==> src/rtl/mg_output_packetizer_pkg.sv <==
// Shared definitions for the output packetizer: framing constants, FSM encodings
// and the captured response payload.
package mg_output_packetizer_pkg;

  localparam logic [7:0]  SYNC_BYTE_DEFAULT = 8'hCD;
  localparam int unsigned FRAME_BYTES       = 17;
  localparam int unsigned IDX_W             = 5;
  localparam logic [IDX_W-1:0] LAST_IDX     = IDX_W'(FRAME_BYTES - 1);

  localparam logic [0:0] PKT_IDLE = 1'b0;
  localparam logic [0:0] PKT_SEND = 1'b1;

  typedef struct packed {
    logic [31:0] status;
    logic [27:0] data_count;
    logic [31:0] address;
    logic [31:0] data;
  } frame_t;

endpackage

==> src/rtl/mg_output_packetizer_frame_mux.sv <==
// Byte selector for one frame: index 0 is the sync byte, then status,
// padded data count, address and data, each MSB first.
module mg_frame_mux
  import mg_output_packetizer_pkg::*;
#(
  parameter logic [7:0] SYNC_BYTE = SYNC_BYTE_DEFAULT
) (
  input  logic [IDX_W-1:0] idx,
  input  frame_t           frame,
  output logic [7:0]       tx_data
);

  logic [127:0] flat;

  assign flat = {frame.status, 4'h0, frame.data_count, frame.address, frame.data};

  // Indices beyond the last frame byte select zero.
  always_comb begin
    tx_data = 8'h00;
    if (idx == '0) begin
      tx_data = SYNC_BYTE;
    end
    for (int unsigned i = 1; i < FRAME_BYTES; i++) begin
      if (idx == IDX_W'(i)) begin
        tx_data = flat[128 - 8*i +: 8];
      end
    end
  end

endmodule

==> src/rtl/mg_output_packetizer.sv <==
// Serialises wishbone-master responses into 17-byte framed valid/ready byte
// streams, with a one-frame holding buffer so the master never stalls.
module mg_output_packetizer
  import mg_output_packetizer_pkg::*;
#(
  parameter logic [7:0] SYNC_BYTE = SYNC_BYTE_DEFAULT
) (
  input  logic        clk,
  input  logic        rst,
  input  logic        out_en,
  input  logic [31:0] out_status,
  input  logic [31:0] out_address,
  input  logic [31:0] out_data,
  input  logic [27:0] out_data_count,
  output logic        out_ready,
  output logic        tx_valid,
  output logic [7:0]  tx_data,
  input  logic        tx_ready,
  output logic        busy,
  output logic        overflow
);

  logic [0:0]       state, state_n;
  logic [IDX_W-1:0] idx, idx_n;
  frame_t           frame, frame_n;
  frame_t           hold, hold_n;
  logic             hold_v, hold_v_n;
  logic             overflow_n;
  frame_t           in_words;
  logic [7:0]       next_byte;

  assign in_words = {out_status, out_data_count, out_address, out_data};

  // The byte for the next cycle is selected from next-state index/frame so tx_data is registered.
  mg_frame_mux #(
    .SYNC_BYTE (SYNC_BYTE)
  ) u_frame_mux (
    .idx     (idx_n),
    .frame   (frame_n),
    .tx_data (next_byte)
  );

  always_ff @(posedge clk) begin
    if (rst) begin
      state     <= PKT_IDLE;
      idx       <= '0;
      frame     <= '0;
      hold      <= '0;
      hold_v    <= 1'b0;
      overflow  <= 1'b0;
      out_ready <= 1'b0;
      tx_valid  <= 1'b0;
      busy      <= 1'b0;
      tx_data   <= 8'h00;
    end else begin
      state     <= state_n;
      idx       <= idx_n;
      frame     <= frame_n;
      hold      <= hold_n;
      hold_v    <= hold_v_n;
      overflow  <= overflow_n;
      out_ready <= ~hold_v_n;
      tx_valid  <= (state_n == PKT_SEND);
      busy      <= (state_n == PKT_SEND);
      tx_data   <= (state_n == PKT_SEND) ? next_byte : 8'h00;
    end
  end

  // A response arriving during the final-byte transfer goes through hold_n and is
  // pulled straight into the frame register, giving a back-to-back frame.
  always_comb begin
    state_n    = state;
    idx_n      = idx;
    frame_n    = frame;
    hold_n     = hold;
    hold_v_n   = hold_v;
    overflow_n = overflow;
    case (state)
      PKT_IDLE: begin
        if (out_en) begin
          frame_n = in_words;
          idx_n   = '0;
          state_n = PKT_SEND;
        end
      end
      PKT_SEND: begin
        if (out_en) begin
          if (hold_v) begin
            overflow_n = 1'b1;
          end else begin
            hold_n   = in_words;
            hold_v_n = 1'b1;
          end
        end
        if (tx_ready) begin
          if (idx == LAST_IDX) begin
            idx_n = '0;
            if (hold_v_n) begin
              frame_n  = hold_n;
              hold_v_n = 1'b0;
            end else begin
              state_n = PKT_IDLE;
            end
          end else begin
            idx_n = idx + IDX_W'(1);
          end
        end
      end
      default: begin
        state_n = PKT_IDLE;
        idx_n   = '0;
      end
    endcase
  end

endmodule

==> config.mk <==
export PLATFORM = sky130hd
export DESIGN_NAME = mg_output_packetizer
export DESIGN_NICKNAME = d
export VERILOG_FILES = /design/src/rtl/mg_output_packetizer_pkg.sv /design/src/rtl/mg_output_packetizer_frame_mux.sv /design/src/rtl/mg_output_packetizer.sv
export SDC_FILE = /design/constraint.sdc
export NUM_CORES = 1
export LEC_CHECK = 0
export BUFFER_PORTS_ARGS = -buffer_cell sky130_fd_sc_hd__buf_4
export CAP_MARGIN = 20
export CORE_MARGIN = 8
export CORE_UTILIZATION = 40
export CTS_CLUSTER_DIAMETER = 30
export DETAILED_ROUTE_END_ITERATION = 10
export PLACE_DENSITY = 0.68
export SYNTH_ARGS = -nofsm -noshare
export SYNTH_HDL_FRONTEND = slang
export SYNTH_SLANG_ARGS = --single-unit
==> constraint.sdc <==
create_clock -name clk -period 3 [get_ports clk]
set_input_delay 0.3 -clock clk [delete_from_list [all_inputs] [get_ports clk]]
set_output_delay 0.3 -clock clk [all_outputs]
set_load 0.05 [all_outputs]
# Word level (Yosys, flattened, before mapping)
# Index checks and enable logic that the tools add are counted.
classes:
  addsub: 1
  n_eq_ne: 17
  muxes: 38
  bitwise: 3
  n_reduce_logical: 3
op_table:
  columns: ["op", "count"]
  rows:
  - ["$mux 124", 6]
  - ["$pmux 124 s2", 1]
  - ["$mux 8", 17]
  - ["$eq 5x4->1 const B", 8]
  - ["$eq 5x3->1 const B", 4]
  - ["$mux 5", 3]
  - ["$eq 5x2->1 const B", 2]
  - ["$eq 5x5->1 const B", 2]
  - ["$pmux 5 s2", 1]
  - ["$mux 1", 9]
  - ["$add 5x1->5 const B", 1]
  - ["$eq 5x1->1 const B", 1]
  - ["$logic_not 5->1", 1]
  - ["$not 1->1", 3]
  - ["$reduce_and 3->1", 1]
  - ["$pmux 1 s2", 1]
  - ["$reduce_or 2->1", 1]
word_totals:
  ff_bits: 265
  in_bits: 128
  output_inout_bits: 12
  elab_cells: 76

# Longest topological paths before layout
depth:
  ltp_word: 22
  ltp_mapped: 14
  ltp_nobuf: 11

# By module
# From an unflattened synthesis, not the netlist that was laid out.
unflattened:
  cells_unflattened: 1856
  area_unflattened_um2: 16269.4
by_module_without_submodules:
  columns: ["module", "instances", "cells_per_inst", "area_per_inst_um2", "seq_area_each_um2"]
  rows:
  - ["mg_output_packetizer", 1, 1607, 14606.5, 5305.1]
  - ["mg_frame_mux", 1, 249, 1662.8, 0.0]

# Least setup slack after synthesis
# Ideal clock, no wire load.
synth_timing:
  path_type: "register -> register"
  start: "reg state"
  end: "reg tx_data[7]"
  setup_time_ps: 119
  arrival_time_ps: 2697
  required_time_ps: 2881
  setup_slack_ps: 184
  path_stages_with_launch: 10
  path_buffers: 3
  synth_period_minus_slack_ps: 2816
  cell_sequence: "dfxtp_1 -> buf_2 -> buf_2 -> o21ai_0 -> a221oi_1 -> buf_2 -> o32ai_1 -> o211ai_1 -> a41oi_1 -> o221a_1"
synth_via:
  elab_chain_len: 20
  elab_cells_between_ends: 40
  classes_between: "eq/ne (16); mux (20); bitwise (2); reduce/logical (2)"
synth_lines:
  columns: ["element", "line_no", "source"]
  rows:
  - ["start, declared", "mg_output_packetizer.sv:23", "logic [0:0] state, state_n;"]
  - ["start signal, assigned", "mg_output_packetizer.sv:56", "state <= state_n;"]
  - ["$not 1->1", null, null]
  - ["$pmux 5 s2", "mg_output_packetizer.sv:78", "case (state)"]
  - ["$logic_not 5->1", "mg_output_packetizer_frame_mux.sv:20", "if (idx == '0) begin"]
  - ["$mux 8", "mg_output_packetizer_frame_mux.sv:20", null]
  - ["$mux 8 (16 in a row)", "mg_output_packetizer_frame_mux.sv:24", "if (idx == IDX_W'(i)) begin"]
  - ["end signal, assigned", "mg_output_packetizer.sv:65", "tx_data <= (state_n == PKT_SEND) ? next_byte : 8'h00;"]
  - ["end, declared", "mg_output_packetizer.sv:17", "output logic [7:0] tx_data,"]
# Several ways; a longest one is shown, not always the timed one.
# A chain may end at the register's enable or synchronous reset.

# Final worst setup path
layout_timing:
  start: "reg state"
  end: "reg tx_data[0]"
# Same word-level chain as after synthesis.

==> summary.md <==
| Metric | Value |
|---|---|
| Status | `complete, no violations` |
| Io pins | `140` |
| First-pass GRT wire length | `84700 um` |
| Final Hold Fails | `0` |
| Total power divided by cell area | `717 mW/mm2` |
| Max-cap viol count | `0` |
| Seq/Total Area, Yosys | `35.7%` |
| Period utilization | `96.9%` |
| Vias | `15182` |
| Nets | `2208` |
| Final ANT Viol Nets | `0` |
| R2R Path Start | `state` |
| Final setup violation count | `0` |
| Non-Filler Cell Area, Final | `0.0201 mm2` |
| Yosys warnings | `0` |
| Initial antenna violation count | `1` |
| Vias per std cell | `~5.8` |
| Largest net degree at the start of global routing | `215` |
| Synth top area cells | `dfxtp_1 (36%), mux2i_1 (15%), nand2_1 (6.7%)` |
| Post-synth EDFFs | `0` |
| RSZ-0062 raised after global routing | `true` |
| RD Place Congestion | `0.987` |
| Initial Util | `40.6%` |
| Slew headroom | `around 16%` |
| Crit path max fanout | `62` |
| Post-DP HPWL | `36600 um` |
| Worst EP arrival | `3.34 ns` |
| WL final | `54200 um` |
| Die height | `209 um` |
| Worst Tran Pin Value | `1.26 ns` |
| CP Class | `reg2reg` |
| CTS root buffer | `clkbuf_16` |
| Setup_tns | `0 ns` |
| Post-synth top cells | `dfxtp_1 (265), nand2_1 (265), nor2_1 (234)` |
| Cell count after synthesis | `1868` |
| All-layer global routing usage | `between 20% and 30%` |
| Sink Count | `265` |
| H-tree Lvls | `3` |
| CP startpoint kind | `register` |
| LEAKAGE | `between 8 and 9 nW` |
| Synthesized cell area | `0.0149 mm2` |
| Mapped Avg Cell Area | `7.96 um2` |
| Largest area contributor in the netlist | `dfxtp_1` |
| Flops & latches, synth | `265` |
| Setup Skew | `roughly 0.020 ns` |
| Hold_ws | `between 0.015 and 0.02 ns` |
| Area of the die | `0.0436 mm2` |
| TritonCTS buffer count | `between 70 and 80` |
| Worst EP required | `3.44 ns` |
| CP endpoint | `tx_data[0]` |
| Avg WL per Cell | `20.8 um` |
| Area grow syn2layout | `35.1%` |
| Dpl cell area | `0.0168 mm2` |
| HP Class | `in2reg` |
| GRT Residual Overflow | `0` |
| Starting DRT DRC Count | `approximately 1400` |
| Peak VDD IR | `between 400 and 500 uV` |
| Top cell type's share of synthesized area | `35.7%` |
| Post-layout min period | `between 2 and 3 ns` |
| Netlist cell types | `76` |
| Net Count, Synth | `1998` |
| Rows | `70` |
| Critical Path End Type | `register` |
| Total Power | `~14 mW` |
| R2r endpoint | `tx_data[0]` |
| Core area | `around 0.037 mm2` |
| Post-synth top flop | `dfxtp_1` |
| Async set or reset register ratio after synthesis | `0%` |
| Chip width | `~210 um` |
| R2R Setup Slk | `0.09 ns` |
| Number of diodes | `0` |
| CP startpoint | `state` |
| Max Buffers Root-to-Sink | `3` |
| CTS clk-pin slew, worst paths | `0.04 ns` |
| Worst reg-to-reg path cell count | `7` |
| Port Buffers | `~140` |
| Vias in the first global route | `14923` |
| Share of layout cells above drive strength 1 | `19.0%` |
| Max Freq | `344 MHz` |
| Drt drc | `0` |
| Final Max Slew Viols | `0` |
| Clock latency on the worst-skew pair | `about 0.59 ns` |
| FILL cells | `3253` |
| Drt pass-1 iters | `5` |
| CTS tree | `done` |
-- cells in the final DEF (no fill, tap or decap), types with 19 or more instances in the layout --
cell type        n
nor2b_1         19
o211ai_1        38
mux2i_1        216
and2_1          21
clkbuf_16       74
a21oi_1        157
dfxtp_1        262
and3_1          22
o21ai_0        131
a31oi_1         23
dlygate4sd3_1   61
a211oi_1        86
buf_4          224
nor2_1         234
nand2_1        263
-- cell type report --
type | instances | area [um2] | share of cell area, %
repair buffers | 305 | 2680 | 13.3
clock buffers | 100 | 2090 | 10.4
flip-flops and latches | 265 | 5310 | 26.4
well taps | 468 | 586 | 2.91
multi-input cells | 1422 | 8800 | 43.8
clock inverters | 35 | 587 | 2.92
inverters | 11 | 41.3 | 0.205
-- repair_timing --
item / CTS / global route
buffers inserted: 2 / 0
endpoints found under the hold margin: 61 / 0
gates resized for setup: 0 / 5
pin swaps: 1 / 3
hold buffers: 61 / 0
endpoints found under the setup margin: 4 / 8
-- how the worst min path moves through the flow --
stage | depth (start not counted) | start | endpoint | slack, ns
finish | 3 | out_address[15] | hold[47] | 0.02
global route | 3 | out_data[21] | hold[21] | 0.01
CTS | 3 | out_address[15] | hold[47] | 0.002
detailed placement | 2 | hold[5] | hold[5] | 0.45
global placement | 2 | hold[47] | hold[47] | 0.44
floorplan | 2 | hold[47] | hold[47] | 0.43
-- metrics by stage --
stage	cells	setup slack, ns	util [%]
detailed placement	2408	-0.0676	45.8
global placement	2408	-0.0120	45.8
floorplan	1868	0.184	-
global route	2606	-0.0115	54.9
finish	2606	0.0937	54.9
CTS	2606	0.0186	54.8
-- power by group --
| group | internal, mW | leakage [nW] | switching, mW |
|---|---|---|---|
| clock network | 5.91 | 1.31 | 2.44 |
| logic | 0.863 | 4.76 | 1.28 |
| registers | 3.79 | 2.18 | 0.137 |
| total | 10.6 | 8.24 | 3.85 |
-- kinds of logic (layout without fill, tap and decap cells) --
group | Yosys count | after routing | share of synthesized area [%]
compound gates | 566 | 566 | 24.9
buf+inv | 181 | 451 | 5.58
mux | 225 | 225 | 15.2
flops | 265 | 265 | 35.7
simple gates | 627 | 627 | 18.2
fa+ha+maj | 2 | 2 | 0.168
xor+xnor | 2 | 2 | 0.244
-- per-layer routing --
layer	part of all wire, %	global-route usage, %
met3	7.5	5.78
met2	46	38.0
met1	43	30.9
met5	0	0
met4	3.4	9.79
-- critical path, cell delays in order (launching register included) --
cell and delay [ns]:
dfxtp_4 0.49, buf_4 0.47, buf_4 0.60, nor2_1 0.15, a21oi_1 0.39, o22ai_1 0.16, a211oi_1 0.31, a21oi_1 0.12
-- registers in the layout, summed over array words and instances (netlist names) --
signal and flops:
frame 124, hold 124, hold_v 1, idx 5
out_ready 1, overflow 1, state 1, tx_data 8
No activity file was read; power rests on OpenSTA's default activity.
